File: config.mk
export PLATFORM = sky130hd
export DESIGN_NAME = mem_bus_arbiter_flat
export DESIGN_NICKNAME = d
export VERILOG_FILES = /design/src/rtl/arb_pkg.sv /design/src/rtl/mem_bus_arbiter_if.sv /design/src/rtl/arb_grant_sel.sv /design/src/rtl/mem_bus_arbiter.sv /design/src/flat_wrapper.sv
export SDC_FILE = /design/constraint.sdc
export NUM_CORES = 1
export LEC_CHECK = 0
export BUFFER_PORTS_ARGS = -buffer_cell sky130_fd_sc_hd__buf_4
export CAP_MARGIN = 20
export CORE_MARGIN = 2
export CORE_UTILIZATION = 33
export CTS_CLUSTER_DIAMETER = 200
export CTS_CLUSTER_SIZE = 16
export DETAILED_ROUTE_END_ITERATION = 10
export PLACE_DENSITY = 0.72
export SLEW_MARGIN = 10
export SYNTH_ARGS = -nofsm -noshare
export SYNTH_HDL_FRONTEND = slang
export SYNTH_HIERARCHICAL = 1
export SYNTH_SLANG_ARGS = --single-unit
File: constraint.sdc
create_clock -name clk -period 4.7 [get_ports clk]
set_input_delay 0.705 -clock clk [delete_from_list [all_inputs] [get_ports clk]]
set_output_delay 0.705 -clock clk [all_outputs]
set_load 0.005 [all_outputs]
File: src/rtl/arb_pkg.sv
// arb_pkg: shared state encodings, owner codes and strobe width for the memory bus arbiter
package arb_pkg;
    localparam logic [1:0] ARB_IDLE = 2'd0;
    localparam logic [1:0] ARB_ADDR = 2'd1;
    localparam logic [1:0] ARB_DATA = 2'd2;
    localparam logic OWNER_I = 1'b0;
    localparam logic OWNER_D = 1'b1;
    localparam int WSTRB_W = 4;
endpackage

File: src/rtl/mem_bus_arbiter_if.sv
// mem_bus_arbiter_if: fetch, data, memory and perf signals; slave = arbiter view, master = environment view
interface mem_bus_arbiter_if;
    import arb_pkg::*;
    logic i_req;
    logic [31:0] i_addr;
    logic i_cancel;
    logic [31:0] i_rdata;
    logic i_done;
    logic d_req;
    logic d_wr;
    logic [31:0] d_addr;
    logic [31:0] d_wdata;
    logic [WSTRB_W-1:0] d_wstrb;
    logic [31:0] d_rdata;
    logic d_done;
    logic mem_req;
    logic mem_wr;
    logic [31:0] mem_addr;
    logic [31:0] mem_wdata;
    logic [WSTRB_W-1:0] mem_wstrb;
    logic mem_addr_ok;
    logic mem_data_ok;
    logic [31:0] mem_rdata;
    logic [31:0] perf_d_cnt;
    logic [31:0] perf_i_wait;
    modport slave (
        input i_req, i_addr, i_cancel, d_req, d_wr, d_addr, d_wdata, d_wstrb,
        input mem_addr_ok, mem_data_ok, mem_rdata,
        output i_rdata, i_done, d_rdata, d_done,
        output mem_req, mem_wr, mem_addr, mem_wdata, mem_wstrb, perf_d_cnt, perf_i_wait
    );
    modport master (
        output i_req, i_addr, i_cancel, d_req, d_wr, d_addr, d_wdata, d_wstrb,
        output mem_addr_ok, mem_data_ok, mem_rdata,
        input i_rdata, i_done, d_rdata, d_done,
        input mem_req, mem_wr, mem_addr, mem_wdata, mem_wstrb, perf_d_cnt, perf_i_wait
    );
endinterface

File: src/rtl/arb_grant_sel.sv
// arb_grant_sel: D-priority grant decision with a saturating I-starvation counter
module arb_grant_sel #(
    parameter int STARVE_LIMIT = 4
) (
    input  logic clk,
    input  logic rst,
    input  logic idle,
    input  logic hold,
    input  logic i_req,
    input  logic d_req,
    output logic grant_i,
    output logic grant_d
);
    localparam logic [3:0] LIMIT = 4'(STARVE_LIMIT);
    logic [3:0] starve_cnt;
    logic can_grant;
    assign can_grant = idle && !hold;
    assign grant_i = can_grant && i_req && (starve_cnt == LIMIT || !d_req);
    assign grant_d = can_grant && d_req && !grant_i;
    // count D grants that overtake a waiting fetch; any I grant or idle fetch-free cycle clears it
    always_ff @(posedge clk or posedge rst) begin
        if (rst) starve_cnt <= 4'd0;
        else if (grant_i || (idle && !i_req)) starve_cnt <= 4'd0;
        else if (grant_d && starve_cnt != LIMIT) starve_cnt <= starve_cnt + 4'd1;
    end
endmodule

File: src/rtl/mem_bus_arbiter.sv
// mem_bus_arbiter: shares one memory port between fetch and data sides; ARB_PERF_CNT_EN builds perf counters
module mem_bus_arbiter import arb_pkg::*; #(
    parameter int STARVE_LIMIT = 4
) (
    input logic clk,
    input logic rst,
    mem_bus_arbiter_if.slave bus
);
    logic [1:0] state;
    logic owner, wr, cancel_flag, turn, grant_i, grant_d, idle, finish;
    logic [31:0] addr, wdata;
    logic [WSTRB_W-1:0] wstrb;
    assign idle = state == ARB_IDLE;
    assign finish = state == ARB_DATA && bus.mem_data_ok;
    // turn marks the done cycle: requesters still hold req for the finished transfer, so no grant then
    arb_grant_sel #(.STARVE_LIMIT(STARVE_LIMIT)) u_sel (
        .clk(clk), .rst(rst), .idle(idle), .hold(turn),
        .i_req(bus.i_req), .d_req(bus.d_req), .grant_i(grant_i), .grant_d(grant_d)
    );
    assign bus.mem_req = state == ARB_ADDR;
    assign bus.mem_wr = wr;
    assign bus.mem_addr = addr;
    assign bus.mem_wdata = wdata;
    assign bus.mem_wstrb = wstrb;
    // transaction FSM, request field latches and done/rdata steering
    always_ff @(posedge clk or posedge rst) begin
        if (rst) begin
            state <= ARB_IDLE;
            owner <= OWNER_I;
            wr <= 1'b0;
            addr <= 32'h0;
            wdata <= 32'h0;
            wstrb <= '0;
            cancel_flag <= 1'b0;
            turn <= 1'b0;
            bus.i_done <= 1'b0;
            bus.d_done <= 1'b0;
            bus.i_rdata <= 32'h0;
            bus.d_rdata <= 32'h0;
        end else begin
            bus.i_done <= 1'b0;
            bus.d_done <= 1'b0;
            turn <= finish;
            if (grant_i || grant_d) begin
                owner <= grant_d ? OWNER_D : OWNER_I;
                wr <= grant_d && bus.d_wr;
                addr <= grant_d ? bus.d_addr : bus.i_addr;
                wdata <= grant_d ? bus.d_wdata : 32'h0;
                wstrb <= (grant_d && bus.d_wr) ? bus.d_wstrb : '0;
                state <= ARB_ADDR;
            end
            if (state == ARB_ADDR && bus.mem_addr_ok) state <= ARB_DATA;
            if (!idle && owner == OWNER_I && bus.i_cancel) cancel_flag <= 1'b1;
            if (finish) begin
                state <= ARB_IDLE;
                cancel_flag <= 1'b0;
                bus.d_done <= owner == OWNER_D;
                bus.i_done <= owner == OWNER_I && !cancel_flag && !bus.i_cancel;
                if (owner == OWNER_D) bus.d_rdata <= bus.mem_rdata;
                else if (!cancel_flag && !bus.i_cancel) bus.i_rdata <= bus.mem_rdata;
            end
        end
    end
`ifdef ARB_PERF_CNT_EN
    logic [31:0] perf_d, perf_w;
    // D grant count and fetch-waiting cycles, both free-running and wrapping
    always_ff @(posedge clk or posedge rst) begin
        if (rst) begin
            perf_d <= 32'h0;
            perf_w <= 32'h0;
        end else begin
            perf_d <= perf_d + 32'(grant_d);
            perf_w <= perf_w + 32'(bus.i_req && (idle ? !grant_i : owner != OWNER_I));
        end
    end
    assign bus.perf_d_cnt = perf_d;
    assign bus.perf_i_wait = perf_w;
`else
    assign bus.perf_d_cnt = 32'h0;
    assign bus.perf_i_wait = 32'h0;
`endif
endmodule

File: src/flat_wrapper.sv
// flat-port wrapper written by rule: the top's interface ports become plain ports
module mem_bus_arbiter_flat import arb_pkg::*;
#(
    parameter int STARVE_LIMIT = 4
)
  (clk, rst, bus_i_req, bus_i_addr, bus_i_cancel, bus_d_req, bus_d_wr, bus_d_addr, bus_d_wdata, bus_d_wstrb, bus_mem_addr_ok, bus_mem_data_ok, bus_mem_rdata, bus_i_rdata, bus_i_done, bus_d_rdata, bus_d_done, bus_mem_req, bus_mem_wr, bus_mem_addr, bus_mem_wdata, bus_mem_wstrb, bus_perf_d_cnt, bus_perf_i_wait);
  mem_bus_arbiter_if bus_i ();
  input logic clk;
  input logic rst;
  input wire logic [$bits(bus_i.i_req)-1:0] bus_i_req;
  input wire logic [$bits(bus_i.i_addr)-1:0] bus_i_addr;
  input wire logic [$bits(bus_i.i_cancel)-1:0] bus_i_cancel;
  input wire logic [$bits(bus_i.d_req)-1:0] bus_d_req;
  input wire logic [$bits(bus_i.d_wr)-1:0] bus_d_wr;
  input wire logic [$bits(bus_i.d_addr)-1:0] bus_d_addr;
  input wire logic [$bits(bus_i.d_wdata)-1:0] bus_d_wdata;
  input wire logic [$bits(bus_i.d_wstrb)-1:0] bus_d_wstrb;
  input wire logic [$bits(bus_i.mem_addr_ok)-1:0] bus_mem_addr_ok;
  input wire logic [$bits(bus_i.mem_data_ok)-1:0] bus_mem_data_ok;
  input wire logic [$bits(bus_i.mem_rdata)-1:0] bus_mem_rdata;
  output wire logic [$bits(bus_i.i_rdata)-1:0] bus_i_rdata;
  output wire logic [$bits(bus_i.i_done)-1:0] bus_i_done;
  output wire logic [$bits(bus_i.d_rdata)-1:0] bus_d_rdata;
  output wire logic [$bits(bus_i.d_done)-1:0] bus_d_done;
  output wire logic [$bits(bus_i.mem_req)-1:0] bus_mem_req;
  output wire logic [$bits(bus_i.mem_wr)-1:0] bus_mem_wr;
  output wire logic [$bits(bus_i.mem_addr)-1:0] bus_mem_addr;
  output wire logic [$bits(bus_i.mem_wdata)-1:0] bus_mem_wdata;
  output wire logic [$bits(bus_i.mem_wstrb)-1:0] bus_mem_wstrb;
  output wire logic [$bits(bus_i.perf_d_cnt)-1:0] bus_perf_d_cnt;
  output wire logic [$bits(bus_i.perf_i_wait)-1:0] bus_perf_i_wait;
  assign bus_i.i_req = bus_i_req;
  assign bus_i.i_addr = bus_i_addr;
  assign bus_i.i_cancel = bus_i_cancel;
  assign bus_i.d_req = bus_d_req;
  assign bus_i.d_wr = bus_d_wr;
  assign bus_i.d_addr = bus_d_addr;
  assign bus_i.d_wdata = bus_d_wdata;
  assign bus_i.d_wstrb = bus_d_wstrb;
  assign bus_i.mem_addr_ok = bus_mem_addr_ok;
  assign bus_i.mem_data_ok = bus_mem_data_ok;
  assign bus_i.mem_rdata = bus_mem_rdata;
  assign bus_i_rdata = bus_i.i_rdata;
  assign bus_i_done = bus_i.i_done;
  assign bus_d_rdata = bus_i.d_rdata;
  assign bus_d_done = bus_i.d_done;
  assign bus_mem_req = bus_i.mem_req;
  assign bus_mem_wr = bus_i.mem_wr;
  assign bus_mem_addr = bus_i.mem_addr;
  assign bus_mem_wdata = bus_i.mem_wdata;
  assign bus_mem_wstrb = bus_i.mem_wstrb;
  assign bus_perf_d_cnt = bus_i.perf_d_cnt;
  assign bus_perf_i_wait = bus_i.perf_i_wait;
  mem_bus_arbiter #(.STARVE_LIMIT(STARVE_LIMIT)) u_core (.clk(clk), .rst(rst), .bus(bus_i));
endmodule
==> results.cfg <==
[run_status]
status = finished, final reports clean

[setup_path]
worstReg2RegStart = u_core/u_sel/starve_cnt[0]$_DFFE_PP0P_
worstRegToRegCells = 7
worstPathRequired_ps = 4960
worstPathArrival_ps = 2940
r2r_slack_ps = 2020
startpoint_type = flip-flop
crit_fanout = 79
critical_path_class = reg -> reg
r2r-end = u_core/bus.mem_wdata[30]$_DFFE_PP0P_
setup.worst_path.start = u_core/u_sel/starve_cnt[0]$_DFFE_PP0P_
endpoint_kind = flip-flop
setup.worst_path.end = u_core/bus.mem_wdata[30]$_DFFE_PP0P_

[global_routing]
antenna_found_initial = 0
grt_use_met2_pct = 24.45
globalRouteTotalUtil_pct = 15.16
busiest_layer = met2
grt_pass1_wl_mm = 24.11
grt_overflow = 0
grtUsageMet1_pct = 18.38
first_global_vias = 4611
grtUsageMet3_pct = 5.768
grt_start_max_net_pins = 80

[clocking]
cts_resized = 0
clock_sinks = 144
clk_path_buf_depth = 2
htreeDepth = 4
cts_inserted_buffers = 17
holdBufCountCts = 0
cts.clk_slew.worst_paths_ps = 60
cts_root_buffer = clkbuf_16
post_cts_buffers = 0
insertion_delay_ps = 410
cts_tree = built

[die]
start_util_pct = 33.87
die-area_sq_um = 20520
ios = 340
fp-row-count = 50
die_w_um = 143.2
core_area_sq_um = 18890
die_y_um = 143.2

[logic_synthesis]
synthCells = 488
ys_warn_count = 6
ys_seq_area_share_pct = 56.32
synth_ff_type = dfrtp_1
syn_area_sq_um = 6399
avgSynthCellArea_sq_um = 13.11
yosysUniqueCellTypes = 37
ys_ff_latch = 144
async_reset_ff_share_pct = 100.0
synth_edf_count = 0

[hold_path]
hp-class = in -> async

[sta]
finalMaxSlewViolations = 0
finalHoldViolCount = 0
rsz0062_at_grt = no
worst_pin_slew_ps = 765.0
fin_worst_skew_ps = 8.606
fin_crit_ps = 2678
setup_tns_ps = 0
max_freq_ghz = 0.3734
setup_viol = 0
period_share_pct = 56.98
worst_slack_ps = 2022
relSlewSlack_pct = 48.89

[place]
gp_congestion = 0.7742
dp.cells = 1001
dpl.hpwl_mm = 11.51
dp_slack_ps = 2014
io_buffer_count = 275

[pwr]
p_seq_share_pct = 37.8
power.share.clock_pct = 26.5
vdd_drop_max_uv = 270.5
p_total_uw = 5415
power_leakage_uw = 0.004706
swShare_pct = 29.47
powerDensity_nw_per_um2 = 597.3
comb_power_share_pct = 35.7
intPower_uw = 3819
p_sw_uw = 1596

[drt]
ant_nets = 0
drt_iter0_drc = 121
detail_route.first_pass.iterations = 4
drt-vias-per-instance = 4.357
drt_wl_total_mm = 16.09
drc = 0
routedWlPerCell_um = 15.59
vias = 4496

[final_layout]
drive_above_1_share_pct = 50.00
fin_util_pct = 47.98
num-fill-cells = 1733
syn_to_final_growth_pct = 41.67
stdcell_count = 1032
n_antenna_cell = 0
nets = 902

[flow_run]
drv_cap = 0
-- cell families after synthesis --
| family | count (synthesis) | share of synthesized area, % |
|---|---|---|
| flip-flops | 144 | 56.32 |
| buffers and inverters | 99 | 10.52 |
| multiplexers | 96 | 18.67 |
| AO/OA/AOI/OAI | 83 | 8.858 |
| AND/OR/NAND/NOR | 63 | 5.182 |
| adder cells (fa/ha/maj) | 2 | 0.3910 |
| other | 1 | 0.05861 |
-- power by group through the flow --
stage          clock network (uW)  registers [uW]  logic [uW]
6_report                     1430            2050        1930
5_1_grt                      1530            2120        2120
4_1_cts                      1470            2050        1970
3_5_place_dp                    0            2060        1970
3_3_place_gp                    0            2050        1920
2_1_floorplan                   0            2070         916
-- flip-flops by register name (all words and copies together) (netlist names) --
register / flops
u_core/bus.mem_addr: 32
u_core/u_sel/starve_cnt: 4
u_core/turn: 1
u_core/bus.i_rdata: 32
u_core/bus.mem_wdata: 32
u_core/owner: 1
u_core/cancel_flag: 1
u_core/bus.d_done: 1
u_core/bus.i_done: 1
u_core/bus.d_rdata: 32
u_core/bus.mem_wstrb: 4
u_core/state: 2
u_core/bus.mem_wr: 1
-- Yosys cell counts, types with 2 or more instances --
library cell	n	area, sq um
buf_6	7	78.83
nor2b_1	3	18.77
and3b_1	2	17.52
mux2i_1	32	320.3
a22o_1	30	262.8
dfrtp_1	144	3603
nor3_1	2	10.01
o21ai_0	38	190.2
mux2_2	23	259.0
a32o_1	4	40.04
nand2_1	37	138.9
buf_2	7	35.03
inv_1	9	33.78
nand2b_1	3	18.77
ha_1	2	25.02
buf_4	64	480.5
mux2_4	41	615.6
a21oi_1	6	30.03
nor2_1	4	15.01
clkbuf_1	12	45.04
nand2_4	2	22.52
-- metrics by stage --
| step | instance area, sq um | hold WS [ps] |
|---|---|---|
| floorplan | 6635 | 471.1 |
| global placement | 8441 | 475.9 |
| detailed placement | 8441 | 480.9 |
| CTS | 9065 | 193.3 |
| global route | 9065 | 207.7 |
| finish | 9065 | 210.7 |
-- cell usage in the layout (no fill, tap or decap), types with 2 or more instances in the layout --
cell type and instances:
ha_1 2, inv_6 3, clkinv_4 2, clkbuf_16 17, nand2_1 37, nand2b_1 3, mux2i_1 32, mux2_2 23
nor2b_1 3, a22o_1 30, a32o_1 4, and3b_1 2, nand2_4 2, nor3_1 2, conb_1 64, o21ai_0 38
nor2_1 4, dfrtp_1 144, clkinv_2 3, bufinv_16 4, inv_1 8, buf_4 280, clkinvlp_4 2, a21oi_1 5
mux2_4 41
-- worst min path at each step --
stage                     slack [ps]                                endpoint                                start  cells after the start
after global placement           480     u_core/bus.mem_wstrb[0]$_DFFE_PP0P_  u_core/bus.mem_wstrb[0]$_DFFE_PP0P_                      1
after CTS                        190  u_core/u_sel/starve_cnt[3]$_DFFE_PP0P_                                  rst                      2
after global routing             210  u_core/u_sel/starve_cnt[3]$_DFFE_PP0P_                                  rst                      2
after detailed placement         480     u_core/bus.mem_wdata[4]$_DFFE_PP0P_  u_core/bus.mem_wdata[4]$_DFFE_PP0P_                      1
after floorplan                  470  u_core/u_sel/starve_cnt[0]$_DFFE_PP0P_                                  rst                      1
final                            210  u_core/u_sel/starve_cnt[3]$_DFFE_PP0P_                                  rst                      2
-- metal layers --
metal | vias up | part of all wire, %
met3 | 23 | 9.0
li1 | 2114 | -
met2 | 189 | 48
met4 | 0 | 2.1
met1 | 2170 | 41
met5 | - | 0
-- layout make-up --
class | instances | area (sq um) | share of cell area (%)
clock buffers | 18 | 439.2 | 4.845
clock inverters | 13 | 185.2 | 2.043
inverters | 9 | 38.79 | 0.4279
multi-input cells | 308 | 2371 | 26.16
flip-flops and latches | 144 | 3603 | 39.75
well taps | 260 | 325.3 | 3.589
repair buffers | 280 | 2102 | 23.19
-- critical path: stages (launching register included) --
cell and delay (ps):
dfrtp_1 410, inv_1 60, ha_1 220, and3b_1 230
a21oi_4 640, buf_4 660, nand2b_1 190, o21ai_0 70
Power figures use the tool's default switching activity.
